[src/rtl/uart_tx_fifo.sv]
// UART transmitter with a write FIFO, runtime frame format and an internal bit-rate divider.
// Optional line-break generation is compiled in with `define UART_TX_BREAK_EN.
module uart_tx_fifo #(
  parameter  int DATA_W     = 8,
  parameter  int FIFO_DEPTH = 16,
  parameter  int DIV_W      = 16,
  localparam int CNT_W      = $clog2(DATA_W + 1),
  localparam int LVL_W      = $clog2(FIFO_DEPTH + 1)
) (
  input  logic              clk,
  input  logic              rst,
  input  logic [DIV_W-1:0]  baud_div,
  input  logic [CNT_W-1:0]  char_len,
  input  logic              parity_en,
  input  logic              parity_odd,
  input  logic              two_stop,
  input  logic              wr_en,
  input  logic [DATA_W-1:0] wr_data,
`ifdef UART_TX_BREAK_EN
  input  logic              send_break,
`endif
  output logic              full,
  output logic              empty,
  output logic [LVL_W-1:0]  level,
  output logic              overflow,
  output logic              tx,
  output logic              busy,
  output logic [2:0]        dbg_state
);

  localparam int PTR_W = $clog2(FIFO_DEPTH);

  typedef enum logic [2:0] {
    S_IDLE   = 3'd0,
    S_START  = 3'd1,
    S_DATA   = 3'd2,
    S_PARITY = 3'd3,
    S_STOP   = 3'd4
`ifdef UART_TX_BREAK_EN
    ,
    S_BREAK  = 3'd5,
    S_MAB    = 3'd6
`endif
  } state_t;

  state_t            r_state;
  logic [DATA_W-1:0] r_mem [FIFO_DEPTH];
  logic [PTR_W-1:0]  r_wr_ptr;
  logic [PTR_W-1:0]  r_rd_ptr;
  logic [LVL_W-1:0]  r_level;
  logic              r_overflow;
  logic              r_tx;
  logic [DIV_W-1:0]  r_div;
  logic [DIV_W-1:0]  r_baud;
  logic [CNT_W-1:0]  r_len;
  logic [CNT_W-1:0]  r_idx;
  logic [DATA_W-1:0] r_shreg;
  logic              r_par_en;
  logic              r_par_bit;
  logic              r_two_stop;
  logic              r_stop2;

  logic              w_full;
  logic              w_empty;
  logic              w_push;
  logic              w_pop;
  logic              w_bit_end;
  logic              w_last_stop;
  logic              w_brk_req;
  logic [CNT_W-1:0]  w_len;
  logic [DATA_W-1:0] w_rd_data;

`ifdef UART_TX_BREAK_EN
  localparam int BRK_W = CNT_W + 1;
  logic [BRK_W-1:0] r_brk_cnt;
  logic             w_brk_min;
  assign w_brk_req = send_break;
  assign w_brk_min = r_brk_cnt >= (BRK_W'(r_len) + BRK_W'(2));
`else
  assign w_brk_req = 1'b0;
`endif

  // Write handshake: wr_en is the valid, !full the ready; a write is taken on an
  // edge where both hold, otherwise it is dropped and overflow pulses next cycle.
  assign w_full      = (r_level == LVL_W'(FIFO_DEPTH));
  assign w_empty     = (r_level == '0);
  assign w_push      = wr_en && !w_full;
  assign w_rd_data   = r_mem[r_rd_ptr];
  assign w_bit_end   = (r_div == r_baud);
  assign w_last_stop = !r_two_stop || r_stop2;
  assign w_len       = (char_len < CNT_W'(5) || char_len > CNT_W'(DATA_W)) ?
                       CNT_W'(DATA_W) : char_len;

  function automatic logic [DATA_W-1:0] len_mask(input logic [CNT_W-1:0] len);
    logic [DATA_W-1:0] m;
    for (int i = 0; i < DATA_W; i++) m[i] = (CNT_W'(i) < len);
    return m;
  endfunction

  // A character leaves the FIFO only on the way into START, never during BREAK.
  always_comb begin
    w_pop = 1'b0;
    if (!w_empty && !w_brk_req) begin
      if (r_state == S_IDLE) w_pop = 1'b1;
      else if (r_state == S_STOP && w_bit_end && w_last_stop) w_pop = 1'b1;
    end
  end

  always_ff @(posedge clk) begin
    if (w_push) r_mem[r_wr_ptr] <= wr_data;
  end

  always_ff @(posedge clk or negedge rst) begin
    if (!rst) begin
      r_wr_ptr   <= '0;
      r_rd_ptr   <= '0;
      r_level    <= '0;
      r_overflow <= 1'b0;
    end else begin
      r_overflow <= wr_en && w_full;
      if (w_push) r_wr_ptr <= r_wr_ptr + PTR_W'(1);
      if (w_pop)  r_rd_ptr <= r_rd_ptr + PTR_W'(1);
      case ({w_push, w_pop})
        2'b10:   r_level <= r_level + LVL_W'(1);
        2'b01:   r_level <= r_level - LVL_W'(1);
        default: r_level <= r_level;
      endcase
    end
  end

  // tx is registered from the current state, so the line lags the state by one clock.
  always_ff @(posedge clk or negedge rst) begin
    if (!rst) begin
      r_state    <= S_IDLE;
      r_tx       <= 1'b1;
      r_div      <= '0;
      r_baud     <= '0;
      r_len      <= CNT_W'(DATA_W);
      r_idx      <= '0;
      r_shreg    <= '0;
      r_par_en   <= 1'b0;
      r_par_bit  <= 1'b0;
      r_two_stop <= 1'b0;
      r_stop2    <= 1'b0;
`ifdef UART_TX_BREAK_EN
      r_brk_cnt  <= '0;
`endif
    end else begin
      case (r_state)
        S_START:  r_tx <= 1'b0;
        S_DATA:   r_tx <= r_shreg[0];
        S_PARITY: r_tx <= r_par_bit;
`ifdef UART_TX_BREAK_EN
        S_BREAK:  r_tx <= 1'b0;
`endif
        default:  r_tx <= 1'b1;
      endcase

      r_div <= w_bit_end ? '0 : r_div + DIV_W'(1);

      if (w_pop) begin
        r_state    <= S_START;
        r_div      <= '0;
        r_baud     <= baud_div;
        r_len      <= w_len;
        r_par_en   <= parity_en;
        r_two_stop <= two_stop;
        r_stop2    <= 1'b0;
        r_shreg    <= w_rd_data;
        r_par_bit  <= (^(w_rd_data & len_mask(w_len))) ^ parity_odd;
      end else begin
        case (r_state)
          S_IDLE: begin
            r_div <= '0;
`ifdef UART_TX_BREAK_EN
            if (send_break) begin
              r_state   <= S_BREAK;
              r_baud    <= baud_div;
              r_len     <= w_len;
              r_brk_cnt <= '0;
            end
`endif
          end
          S_START: begin
            if (w_bit_end) begin
              r_state <= S_DATA;
              r_idx   <= '0;
            end
          end
          S_DATA: begin
            if (w_bit_end) begin
              r_shreg <= r_shreg >> 1;
              r_idx   <= r_idx + CNT_W'(1);
              if (r_idx == r_len - CNT_W'(1)) begin
                r_state <= r_par_en ? S_PARITY : S_STOP;
                r_stop2 <= 1'b0;
              end
            end
          end
          S_PARITY: begin
            if (w_bit_end) r_state <= S_STOP;
          end
          S_STOP: begin
            if (w_bit_end) begin
              if (!w_last_stop) begin
                r_stop2 <= 1'b1;
`ifdef UART_TX_BREAK_EN
              end else if (send_break) begin
                r_state   <= S_BREAK;
                r_baud    <= baud_div;
                r_len     <= w_len;
                r_brk_cnt <= '0;
`endif
              end else begin
                r_state <= S_IDLE;
              end
            end
          end
`ifdef UART_TX_BREAK_EN
          S_BREAK: begin
            if (w_bit_end) begin
              if (!w_brk_min) r_brk_cnt <= r_brk_cnt + BRK_W'(1);
              else if (!send_break) r_state <= S_MAB;
            end
          end
          S_MAB: begin
            if (w_bit_end) r_state <= S_IDLE;
          end
`endif
          default: r_state <= S_IDLE;
        endcase
      end
    end
  end

  assign full      = w_full;
  assign empty     = w_empty;
  assign level     = r_level;
  assign overflow  = r_overflow;
  assign tx        = r_tx;
  assign busy      = (r_state != S_IDLE);
  assign dbg_state = r_state;

endmodule

[config.mk]
export PLATFORM = sky130hd
export DESIGN_NAME = uart_tx_fifo
export DESIGN_NICKNAME = d
export VERILOG_FILES = /design/src/rtl/uart_tx_fifo.sv
export SDC_FILE = /design/constraint.sdc
export NUM_CORES = 1
export LEC_CHECK = 0
export ABC_CLOCK_PERIOD_IN_PS = 5000
export BUFFER_PORTS_ARGS = -buffer_cell sky130_fd_sc_hd__buf_2
export CAP_MARGIN = 0
export CORE_ASPECT_RATIO = 0.75
export CORE_MARGIN = 4
export CORE_UTILIZATION = 51
export DETAILED_ROUTE_END_ITERATION = 16
export PLACE_DENSITY = 0.78
export REMOVE_ABC_BUFFERS = 1
export SYNTH_ARGS = -nofsm -noshare
export SYNTH_HDL_FRONTEND = slang
export SYNTH_SLANG_ARGS = --single-unit
[constraint.sdc]
create_clock -name clk -period 5 [get_ports clk]
set_input_delay 0.75 -clock clk [delete_from_list [all_inputs] [get_ports clk]]
set_output_delay 0.75 -clock clk [all_outputs]
set_load 0.1 [all_outputs]
==> impl_metrics.yaml, run 1 <==
routing:
  drtIter0Drc: 450
  postRouteWirelength_um: 17500
  avgRoutedWirePerCell_um: 19.5
  route.detailed.vias_per_inst: 5.74
  first_pass_iters: 5
  detailroute.via_count: 5149
  drtAntennaViolNets: 0
  post-route-drc-count: 0
placement:
  port-buffer-count: 46
  globalplace.congestion: 0.857
  detailedPlacementHpwl_um: 11800
  place.detailed.instances: 865
floorplanning:
  chipHeight_um: 121
  floorplan.die.width_um: 158
  initial_utilization: 0.530
  pin_count: 47
  die-area_um2: 19100
  core_area_um2: 16300
  core.rowCount: 40
worst_setup_path:
  critPathTopFamily: "simple AND/OR/NAND/NOR gates"
  r2r_start: "r_div[1]"
  worst_path_largest_cell_delay_ns: 0.61
  worstReg2RegEnd: "level[4]"
  critPathBufInv: 1
  end_kind: "flip-flop"
  cp_max_fo: 28
  worst_ep_arrival_time_ns: 4.23
  worstPathRequired_ns: 5.32
  timing.critical_path.slowest_stage_cell: "sky130_fd_sc_hd__nor4_2"
  critical-path-top-cell-by-count: "sky130_fd_sc_hd__xor2_1"
  worst_setup_path_start_kind: "flip-flop"
  series_of_cell_instances_along_the_critical_path: "xnor2_1 > nand4_1 > nor4_2 > nand2b_1 > nand2_1 > nand3_1 > inv_2 > ha_1 > xor2_1 > ha_1 > o21ai_0 > a21oi_1 > a21oi_1 > xor2_1 > nor2_1 > xor2_1"
  reg2reg_slack_ns: 1.09
  reg2regPathDepth: 16
  crit_type: "flip-flop to flip-flop"
clock_tree:
  cts_root_buf: "sky130_fd_sc_hd__clkbuf_16"
  ctsHoldBuffers: 0
  clock_path_buffers: 2
  clkTransAtPathRegs_ns: 0.07
  worstSkewPairLatency_ns: 0.44
  post_cts_buffers: 0
  numCtsBuffers: 17
  cts.sink_count: 198
  ctsResizeCount: 0
  tritoncts: "done"
  clock_tree.htree_level_count: 4
layout:
  regArea_um2: 5600
  num-fill-cells: 1200
  final-instance-count-excl-fill: 897
  antennaDiodeCount: 0
  layout_common_cells: "sky130_fd_sc_hd__edfxtp_1 (128), sky130_fd_sc_hd__nand2_1 (98), sky130_fd_sc_hd__dfrtp_1 (67)"
  area_growth_syn_to_layout_pct: 12.4
  final_nets: 720
  drive_gt1_frac: 0.157
  multi_input_area_um2: 2830
  layout.cells.most_common: "sky130_fd_sc_hd__edfxtp_1"
power_and_ir_drop:
  power_density_nw_per_um2: 441
  max-vdd-ir-drop_mv: 0.278
  total_leakage_power_nw: 3.89
synth:
  synthesis.area_per_instance_um2: 13.8
  sequential_to_total_area_share_from_yosys_stat: 0.648
  netlist_area_um2: 8640
  synth_flop_cell: "sky130_fd_sc_hd__edfxtp_1"
  post_synth_edffs: 128
  mapped_cells: 628
  synth_warnings: 0
  synth_async_sr_flop_share: 0.354
  synth-seq-cells: 198
  netlist-cell-type-count: 48
timing:
  final_hold_viol_count: 0
  finalHoldWorstSlack_ns: 0.442
  tightestPinTransition_ns: 0.906
  fin_setup_tns_ns: 0
  layout_min_cycle_time_ns: 3.91
  final-max-slew-violation-count: 0
  setup_viol: 0
  slew_headroom: 0.396
  fin_crit_sh: 0.782
  clock-skew-final_ns: 0.0103
  clock.fmax_mhz: 256
  grt_setup_unrepaired: "no"
worst_hold_path:
  hold_class: "input port to asynchronous set/reset pin"
job:
  cap_violations: 0
run_status:
  run_status: "complete, no violations"
global_routing:
  antenna_found_initial: 0
  grt_pass1_vias: 5069
  track_usage: 0.191
  globalRouteOverflowTotal: 0
  first_pass_grt_wire_length_um: 27600
  grt_start_max_net_pins: 43
## per-stage QoR
stage               area (µm²)  worst slack, ns   util  total power [W]
floorplan                 8500            0.639      -          0.00259
global placement          9050             1.31  0.555          0.00277
detailed placement        9050             1.16  0.555          0.00281
CTS                       9710             1.12  0.595          0.00431
global route              9710            0.759  0.595          0.00446
finish                    9710             1.09  0.595          0.00429
## synth_stat cells (all sizes together) (9+ instances only)
cell type / instances / area share
clkbuf: 17 / 0.0074
dfrtp: 68 / 0.20
o21ai: 27 / 0.016
mux2i: 28 / 0.032
xor2: 11 / 0.011
inv: 17 / 0.0074
xnor2: 38 / 0.039
ha: 12 / 0.017
nor3: 9 / 0.0052
buf: 10 / 0.0090
edfxtp: 128 / 0.44
nor2: 40 / 0.017
nand3: 15 / 0.0087
mux4: 25 / 0.070
a21oi: 19 / 0.011
nand2: 98 / 0.043
a221oi: 11 / 0.011
## logic make-up after synthesis
family / share of synthesized area
XOR/XNOR: 0.0549
AND/OR/NAND/NOR: 0.101
buffers and inverters: 0.0242
AO/OA/AOI/OAI: 0.0510
multiplexers: 0.104
flip-flops: 0.648
adder cells (fa/ha/maj): 0.0174
## worst max path at each step
stage | cells past startpoint | endpoint | from
2_1_floorplan | 16 | level[4] | r_div[1]
5_1_grt | 16 | level[4] | r_div[1]
6_report | 16 | level[4] | r_div[1]
4_1_cts | 16 | level[4] | r_div[1]
3_5_place_dp | 16 | level[4] | r_div[1]
3_3_place_gp | 16 | level[4] | r_div[1]
## layer usage
layer / global-route usage / up-vias / wire length [µm]
met5: 0 / - / 0
met4: 0.0442 / 0 / 171
met3: 0.0544 / 15 / 1030
met2: 0.295 / 155 / 8200
met1: 0.273 / 2592 / 8100
li1: - / 2387 / -
## area by class of cell
| class | count | share of cell area |
|---|---|---|
| Tap cell | 210 | 0.0270 |
| Inverter | 18 | 0.00696 |
| Sequential cell | 198 | 0.576 |
| Clock inverter | 15 | 0.0243 |
| Timing Repair Buffer | 54 | 0.0299 |
| Clock buffer | 17 | 0.0438 |
| Multi-Input combinational cell | 385 | 0.292 |
## state kept, by name, summed over array words and instances, names as in the netlist
register    flops
r_par_bit       1
overflow        1
r_par_en        1
dbg_state       3
r_baud         16
r_shreg         8
r_mem         128
r_rd_ptr        4
level           5
r_stop2         1
r_wr_ptr        4
r_idx           4
r_two_stop      1
r_len           4
r_div          16
tx              1
## report_power, final
part / internal (W) / total (W) / switching, W
clock network: 0.000862 / 0.00151 / 0.000650
logic: 0.000229 / 0.000708 / 0.000479
registers: 0.00193 / 0.00207 / 0.000140
Power figures use the tool's default switching activity.
==> run 2, diff against run 1 <==
- ABC_AREA: not set -> 1
- ABC_CLOCK_PERIOD_IN_PS: 5000 -> 3700
- clock period: 5 -> 3.7 ns (I/O delays scaled with it)
==> impl_metrics.yaml, run 2 <==
run_status:
  run_status: "complete, no violations"
synth:
  synth_flop_cell: "sky130_fd_sc_hd__edfxtp_1"
  netlist_area_um2: 9310
  synth_async_sr_flop_share: 0.354
  synth_top_family_by_area: "simple AND/OR/NAND/NOR gates"
  sequential_to_total_area_share_from_yosys_stat: 0.602
  synthesis.area_per_instance_um2: 9.58
  yosys.area_share.adder: 0.0161
  most_common_library_cells_after_synthesis: "sky130_fd_sc_hd__nand2_1 (319), sky130_fd_sc_hd__edfxtp_1 (128), sky130_fd_sc_hd__nor2_1 (104), sky130_fd_sc_hd__dfrtp_1 (68)"
  netlist.top_cell.by_area: "sky130_fd_sc_hd__edfxtp_1"
  post_synth_edffs: 128
  synth_area_leaders: "sky130_fd_sc_hd__edfxtp_1 (41%), sky130_fd_sc_hd__dfrtp_1 (18%), sky130_fd_sc_hd__nand2_1 (13%), sky130_fd_sc_hd__nor2_1 (4.2%), sky130_fd_sc_hd__nand3_1 (3.6%)"
  synth-seq-cells: 198
  mapped_cells: 971
  synth_top_area_share: 0.413
  yosys.area_share.simple: 0.245
  synthMostInstantiatedCell: "sky130_fd_sc_hd__nand2_1"
  yosys.area_share.xor_xnor: 0.0358
  synth_compound_gate_area_share: 0.0453
  synthMuxAreaShare: 0
  netlist-cell-type-count: 43
  synth_warnings: 0
timing:
  tightestPinTransition_ns: 0.910
  setup_viol: 0
  clock.fmax_mhz: 336
  clock-skew-final_ns: 0.00968
  final_hold_viol_count: 0
  final-max-slew-violation-count: 0
  grt_setup_unrepaired: "no"
  fin_crit_sh: 0.805
  layout_min_cycle_time_ns: 2.98
  fin_setup_tns_ns: 0
  slew_headroom: 0.393
clock_tree:
  clkTransAtPathRegs_ns: 0.08
  post_cts_buffers: 0
  ctsResizeCount: 0
  cts_root_buf: "sky130_fd_sc_hd__clkbuf_16"
  tritoncts: "done"
  worstSkewPairLatency_ns: 0.43
  ctsHoldBuffers: 0
  clock_path_buffers: 2
  numCtsBuffers: 17
  clock_tree.htree_level_count: 4
  cts.sink_count: 198
worst_hold_path:
  hold_class: "input port to asynchronous set/reset pin"
layout:
  reg.largest.list: "r_mem (128), r_baud (16), r_div (16)"
  layout.cells.most_common: "sky130_fd_sc_hd__nand2_1"
  num-fill-cells: 1482
  area_growth_syn_to_layout_pct: 10.2
  largest_reg_flops: 128
  registers.top_by_ff_count: "r_mem"
  drive_gt1_frac: 0.138
  final_nets: 1058
  layout_common_cells: "sky130_fd_sc_hd__nand2_1 (319), sky130_fd_sc_hd__edfxtp_1 (128), sky130_fd_sc_hd__nor2_1 (104)"
  antennaDiodeCount: 0
worst_setup_path:
  crit_type: "flip-flop to flip-flop"
  worstReg2RegEnd: "level[4]"
  worst_ep_arrival_time_ns: 3.30
  cp_max_fo: 7
  worstPathRequired_ns: 4.02
  reg2reg_slack_ns: 0.72
  end_kind: "flip-flop"
  reg2regPathDepth: 19
  r2r_start: "dbg_state[1]"
  worst_setup_path_start_kind: "flip-flop"
placement:
  globalplace.congestion: 0.837
  port-buffer-count: 46
  detailedPlacementHpwl_um: 12900
job:
  cap_violations: 0
global_routing:
  grt_pass1_vias: 6302
  antenna_found_initial: 0
  first_pass_grt_wire_length_um: 32100
  globalRouteOverflowTotal: 0
  track_usage: 0.202
  grt_start_max_net_pins: 71
power_and_ir_drop:
  report.power.total_w: 0.00892
  power_density_nw_per_um2: 869
  max-vdd-ir-drop_mv: 0.412
  total_leakage_power_nw: 4.37
floorplanning:
  core.rowCount: 42
  pin_count: 47
  initial_utilization: 0.524
  floorplan.die.width_um: 164
  die-area_um2: 20500
  core_area_um2: 17800
  chipHeight_um: 125
routing:
  postRouteWirelength_um: 19700
  post-route-drc-count: 0
  route.detailed.vias_per_inst: 5.17
  first_pass_iters: 5
  detailroute.via_count: 6548
  avgRoutedWirePerCell_um: 15.6
  drtIter0Drc: 599
  drtAntennaViolNets: 0
==> run 2: cell types whose count changed after synthesis, sizes merged, moves of 6 or more <==
cell,previous run,this run
a221oi,11,0
and3,6,0
buf,10,30
clkbuf,17,0
inv,17,79
mux2i,28,0
mux4,25,0
nand2,98,336
nand3,15,71
nor2,40,108
o21ai,27,38
or2,1,7
xnor2,38,22
==> run 2: power by group <==
group          internal (W)  switching [W]
Sequential          0.00281       0.000335
Combinational       0.00114        0.00280
Clock              0.000959       0.000874
==> run 2: worst max-delay path: stages, from the launching register on <==
cell and delay, ns:
sky130_fd_sc_hd__dfrtp_1 0.43, sky130_fd_sc_hd__nor2_1 0.15, sky130_fd_sc_hd__inv_1 0.08, sky130_fd_sc_hd__nor2_2 0.22, sky130_fd_sc_hd__inv_1 0.06, sky130_fd_sc_hd__nor2_1 0.11
sky130_fd_sc_hd__nand3_1 0.09, sky130_fd_sc_hd__nand2_1 0.10, sky130_fd_sc_hd__nand2_2 0.06, sky130_fd_sc_hd__inv_2 0.05, sky130_fd_sc_hd__ha_1 0.27, sky130_fd_sc_hd__xor2_1 0.13
sky130_fd_sc_hd__ha_1 0.20, sky130_fd_sc_hd__a21oi_1 0.20, sky130_fd_sc_hd__o21ai_0 0.13, sky130_fd_sc_hd__a21oi_1 0.14, sky130_fd_sc_hd__inv_1 0.06, sky130_fd_sc_hd__a21oi_1 0.11
sky130_fd_sc_hd__o21ai_0 0.11, sky130_fd_sc_hd__xor2_1 0.15
==> run 2: area by class of cell <==
class	count	area (µm²)	share of cell area
flip-flops and latches	198	5600	0.546
multi-input cells	661	3180	0.310
clock buffers	17	425	0.0415
inverters	82	310	0.0302
well taps	242	303	0.0295
repair buffers	52	278	0.0271
clock inverters	15	164	0.0160
==> run 2: metal layers <==
layer,GRT usage,share of wire,up-vias
met5,0,0,-
met4,0.0676,0.019,0
met3,0.0431,0.063,27
met2,0.308,0.46,206
met1,0.290,0.46,3081
li1,-,-,3234
==> run 2: kinds of logic after synthesis <==
logic type	count (synthesis)
buffers and inverters	112
AND/OR/NAND/NOR	540
adder cells (fa/ha/maj)	12
flip-flops	198
XOR/XNOR	38
AO/OA/AOI/OAI	71
==> run 2: through the flow <==
step / setup WS, ns / util / hold WS, ns / cell area, µm² / std cells
5_1_grt: 0.356 / 0.578 / 0.314 / 10300 / 1267
3_5_place_dp: 0.748 / 0.544 / 0.485 / 9670 / 1235
6_report: 0.720 / 0.578 / 0.235 / 10300 / 1267
4_1_cts: 0.725 / 0.578 / 0.266 / 10300 / 1267
3_3_place_gp: 0.859 / 0.544 / 0.484 / 9670 / 1235
2_1_floorplan: -1.28 / - / 0.259 / 9090 / 941
==> run 2: how the worst max path moves through the flow <==
| stage | slack (ns) | start | cells past startpoint | to |
|---|---|---|---|---|
| detailed placement | 0.75 | dbg_state[1] | 19 | level[4] |
| CTS | 0.72 | dbg_state[1] | 19 | level[4] |
| global placement | 0.86 | r_div[13] | 18 | level[4] |
| finish | 0.72 | dbg_state[1] | 19 | level[4] |
| global route | 0.36 | dbg_state[1] | 19 | level[4] |
| floorplan | -1.28 | level[1] | 16 | level[4] |
